### config.mk
export PLATFORM = sky130hd
export DESIGN_NAME = bsg_mem_1r1w
export DESIGN_NICKNAME = d
export VERILOG_FILES = /design/src/rtl/bsg_mem_1r1w.sv
export SDC_FILE = /design/constraint.sdc
export NUM_CORES = 1
export LEC_CHECK = 0
export CAP_MARGIN = 0
export CORE_UTILIZATION = 53
export CTS_BUF_LIST = sky130_fd_sc_hd__clkbuf_2 sky130_fd_sc_hd__clkbuf_4 sky130_fd_sc_hd__clkbuf_8
export CTS_CLUSTER_SIZE = 28
export DETAILED_ROUTE_END_ITERATION = 7
export GPL_ROUTABILITY_DRIVEN = 0
export PLACE_DENSITY = 0.76
export SETUP_SLACK_MARGIN = 0.1
export SLEW_MARGIN = 10
export SYNTH_ARGS = -nofsm -noshare
export SYNTH_HDL_FRONTEND = slang
export SYNTH_SLANG_ARGS = --single-unit
### constraint.sdc
create_clock -name w_clk_i -period 1.4 [get_ports w_clk_i]
set_input_delay 0.14 -clock w_clk_i [delete_from_list [all_inputs] [get_ports w_clk_i]]
set_output_delay 0.14 -clock w_clk_i [all_outputs]
set_load 0.05 [all_outputs]
### src/rtl/bsg_mem_1r1w.sv
// rtl/bsg_mem_1r1w.sv - one-write one-async-read register-file storage
//
// Purpose: els_p x width_p storage, synchronous write, combinational read.
// Ports:
//   w_clk_i   write clock
//   w_v_i     write enable
//   w_addr_i  write index
//   w_data_i  write data
//   r_addr_i  read index
//   r_data_o  read data (async)

module bsg_mem_1r1w #(
    parameter int width_p = 8,
    parameter int els_p   = 8,
    localparam int addr_width_lp = $clog2(els_p)
) (
    input  logic                     w_clk_i,
    input  logic                     w_v_i,
    input  logic [addr_width_lp-1:0] w_addr_i,
    input  logic [width_p-1:0]       w_data_i,
    input  logic [addr_width_lp-1:0] r_addr_i,
    output logic [width_p-1:0]       r_data_o
);

    logic [width_p-1:0] mem_q [els_p];

    // Storage is not reset: entries are only read once the pointers say they were written.
    always_ff @(posedge w_clk_i) begin
        if (w_v_i) begin
            mem_q[w_addr_i] <= w_data_i;
        end
    end

    assign r_data_o = mem_q[r_addr_i];

endmodule

==> summary.md <==
| Metric | Value |
|---|---|
| Post-layout total power | `between 4000 and 5000 µW` |
| Number of detailed-routing iterations run before antenna repair | `6` |
| Endpoint arrival time on the critical path | `1650 ps` |
| Slew at the pin with the worst max-slew slack | `roughly 300 ps` |
| CTS tree | `done` |
| Clock slew at reported path FFs | `~70 ps` |
| Count of buffers from port buffering | `23` |
| Number of buffers between clock root and the deepest sink | `2` |
| Ports | `24` |
| Setup violation total in the final timing report | `8` |
| Largest register FFs | `64` |
| Setup crit start | `mem_q[5][7]` |
| Worst setup SP type | `register` |
| Synthesized net count | `approximately 120` |
| Post-route core utilization | `0.709` |
| Vias post-DR | `about 1200` |
| Residual overflow from global routing | `0` |
| Remaining routing DRC violations | `0` |
| Core Rows | `24` |
| Total number of yosys warnings | `0` |
| Maximum resistive drop on vdd | `between 0.8 and 0.9 mV` |
| Number of antenna violations at the first check in global routing | `0` |
| Average cell area after synthesis | `around 24 µm²` |
| Register area | `~1900 µm²` |
| Final total negative setup slack | `-2910 ps` |
| Area of the die | `slightly above 5000 µm²` |
| Antenna fix cells | `0` |
| Placeable core region | `around 4500 µm²` |
| Die width | `71.1 µm` |
| Violations in the final reports | `negative setup slack` |
| Clock buffer count from CTS | `9` |
| Sw Ratio | `0.206` |
| Final routed wirelength across all metal layers | `4720 µm` |
| Largest registers | `mem_q: 64 flops` |
| # Max-Cap Violations | `0` |
| Non-filler instance count after layout | `between 200 and 250` |
| Outcome | `complete, but fails checks` |
| Area used by multi-input combinational logic | `544 µm²` |
| Required time worst endpoint | `roughly 1300 ps` |
| Tcrit/Tclk final | `1.28` |
| Power Internal | `3560 µW` |
| Commonest cells after routing, fill and taps aside | `64 x sky130_fd_sc_hd__edfxtp_1, 16 x sky130_fd_sc_hd__mux4_2, 14 x sky130_fd_sc_hd__clkdlybuf4s50_1, 12 x sky130_fd_sc_hd__buf_4, 9 x sky130_fd_sc_hd__clkbuf_8` |
| Wire length per cell after detailed routing | `roughly 23 µm` |
| Clock root cell | `sky130_fd_sc_hd__clkbuf_8` |
| Number of placed cells counting well taps | `190` |
| Least setup slack across all paths after layout | `-386 ps` |
| RSZ-0062 raised after global routing | `yes` |
| Cell count after synthesis | `between 100 and 150` |
| Biggest register | `mem_q` |
| Number of max-slew violations in the final report | `0` |
| Global-route total usage across every layer | `0.218` |
| Pwr/cell area | `1410 nW/µm²` |
| Total clock sinks | `64` |
| Maximum number of pins on one net before global-route repair | `17` |
| Number of distinct library cells after synthesis | `13` |
| FILL cells | `roughly 260` |
| Via density per instance | `5.86` |
| Post-CTS Hold Fix Bufs | `0` |
| Initial drt markers | `68` |
| Max-slew headroom | `0.796` |
| Biggest area consumer among synthesized cells | `sky130_fd_sc_hd__edfxtp_1` |
| Fin. Hold Viols | `0` |
| Most common cell after layout, fill and taps aside | `sky130_fd_sc_hd__edfxtp_1` |
| Number of global-route vias before repair | `~1300` |
| Leakage power total | `around 0.0011 µW` |
| Area share of the leading cell type in the synthesized netlist | `0.759` |
| Hold Path Class | `primary input to register` |
| Final net count | `166` |
| Area contributors post-synth | `sky130_fd_sc_hd__edfxtp_1 76%, sky130_fd_sc_hd__mux4_1 16%, sky130_fd_sc_hd__mux2_2 3.6%` |
| Clock Power Share | `0.414` |
| End point of the worst hold path | `mem_q[3][4]` |
| Wire length of the first global-routing pass | `7380 µm` |
| Kind of end point of the critical path | `primary output` |
| Sequential cell area fraction in the yosys report | `0.759` |
| Startpoint-to-endpoint class of the critical path | `register to primary output` |
| Maximum frequency from static timing analysis | `approximately 560 MHz` |
| Starting density of the core | `0.566` |
| Switching component of the power | `~920 µW` |
| Largest fanout on the critical path | `1` |
| Comb power frac | `0.098` |
| Critical hold path startpoint | `w_data_i[4]` |
| Y dimension of the die | `between 70 and 80 µm` |
| Area of the mapped netlist | `between 2000 and 3000 µm²` |
| Proportion of power drawn by flip-flops and latches | `0.488` |
| Antenna violation net count after detailed routing | `0` |
| H-tree levels | `3` |
| Fraction of final layout cells sized beyond drive strength 1 | `0.406` |
| Cells on Worst Hold Path | `1` |
| Clock period minus final worst setup slack | `1790 ps` |
| Post-synthesis register bit count | `between 60 and 70` |
| Area growth syn-to-layout | `25.4%` |
-- cell families (layout without fill, tap and decap cells) --
| family | count (synthesis) | in the layout | synth area share |
|---|---|---|---|
| DFF | 64 | 64 | 0.759 |
| buffers and inverters | 5 | 54 | 0.0173 |
| muxes | 24 | 24 | 0.200 |
| and+or+nand+nor | 13 | 13 | 0.0232 |
-- critical path, stage by stage (launching register included) --
cell	delay (ps)
sky130_fd_sc_hd__edfxtp_1	380
sky130_fd_sc_hd__mux4_2	480
sky130_fd_sc_hd__mux2_4	290
sky130_fd_sc_hd__buf_6	160
-- synth_stat cells (all sizes together) --
library cell  instances
clkbuf                1
nor2                  6
nand2                 2
nand2b                3
mux4                 16
buf                   4
nor3                  2
mux2                  8
edfxtp               64
-- layout make-up --
type,instances,area share
Tap cell,52,0.0205
Clock inverter,7,0.0347
Timing Repair Buffer,38,0.129
Multi-Input combinational cell,37,0.172
Sequential cell,64,0.606
Clock buffer,9,0.0390
-- how the worst max path moves through the flow --
| stage | to | slack [ps] | cells after the start |
|---|---|---|---|
| floorplan | r_data_o[5] | 50 | 4 |
| global placement | r_data_o[4] | -610 | 5 |
| detailed placement | r_data_o[7] | -640 | 5 |
| CTS | r_data_o[2] | -410 | 3 |
| global route | r_data_o[7] | -430 | 3 |
| finish | r_data_o[7] | -390 | 3 |
-- routing by layer --
| metal | wire (µm) | vias up | share of wire | global-route usage |
|---|---|---|---|---|
| li1 | - | 531 | - | - |
| met1 | 1880 | 627 | 0.40 | 0.273 |
| met2 | 2550 | 46 | 0.54 | 0.360 |
| met3 | 223 | 8 | 0.047 | 0.0442 |
| met4 | 59 | 0 | 0.013 | 0.127 |
| met5 | 0 | - | 0 | 0 |
-- stage by stage --
| stage | hold slack, ps | setup WS (ps) | cell area [µm²] |
|---|---|---|---|
| floorplan | 239 | 45.2 | 2540 |
| global placement | 863 | -609 | 2890 |
| detailed placement | 901 | -643 | 2890 |
| CTS | 538 | -410 | 3170 |
| global route | 567 | -429 | 3170 |
| finish | 557 | -386 | 3170 |
-- power by group through the flow --
stage | registers [µW] | clock network (µW) | logic, µW
after floorplan | 2220 | 0 | 255
after global placement | 2220 | 0 | 388
after detailed placement | 2230 | 0 | 400
after CTS | 2190 | 1900 | 443
after global routing | 2190 | 1960 | 460
final | 2190 | 1850 | 439
-- timing repair --
| item | 4_1_cts | 5_1_grt |
|---|---|---|
| setup buffers | 0 | 0 |
| endpoints found under the setup margin | 8 | 8 |
| cloned | 1 | 0 |
| endpoints found under the hold margin | 0 | 0 |
| gates resized for setup | 18 | 0 |
| pin swaps | 0 | 0 |
(Power assumes the default switching activity.)
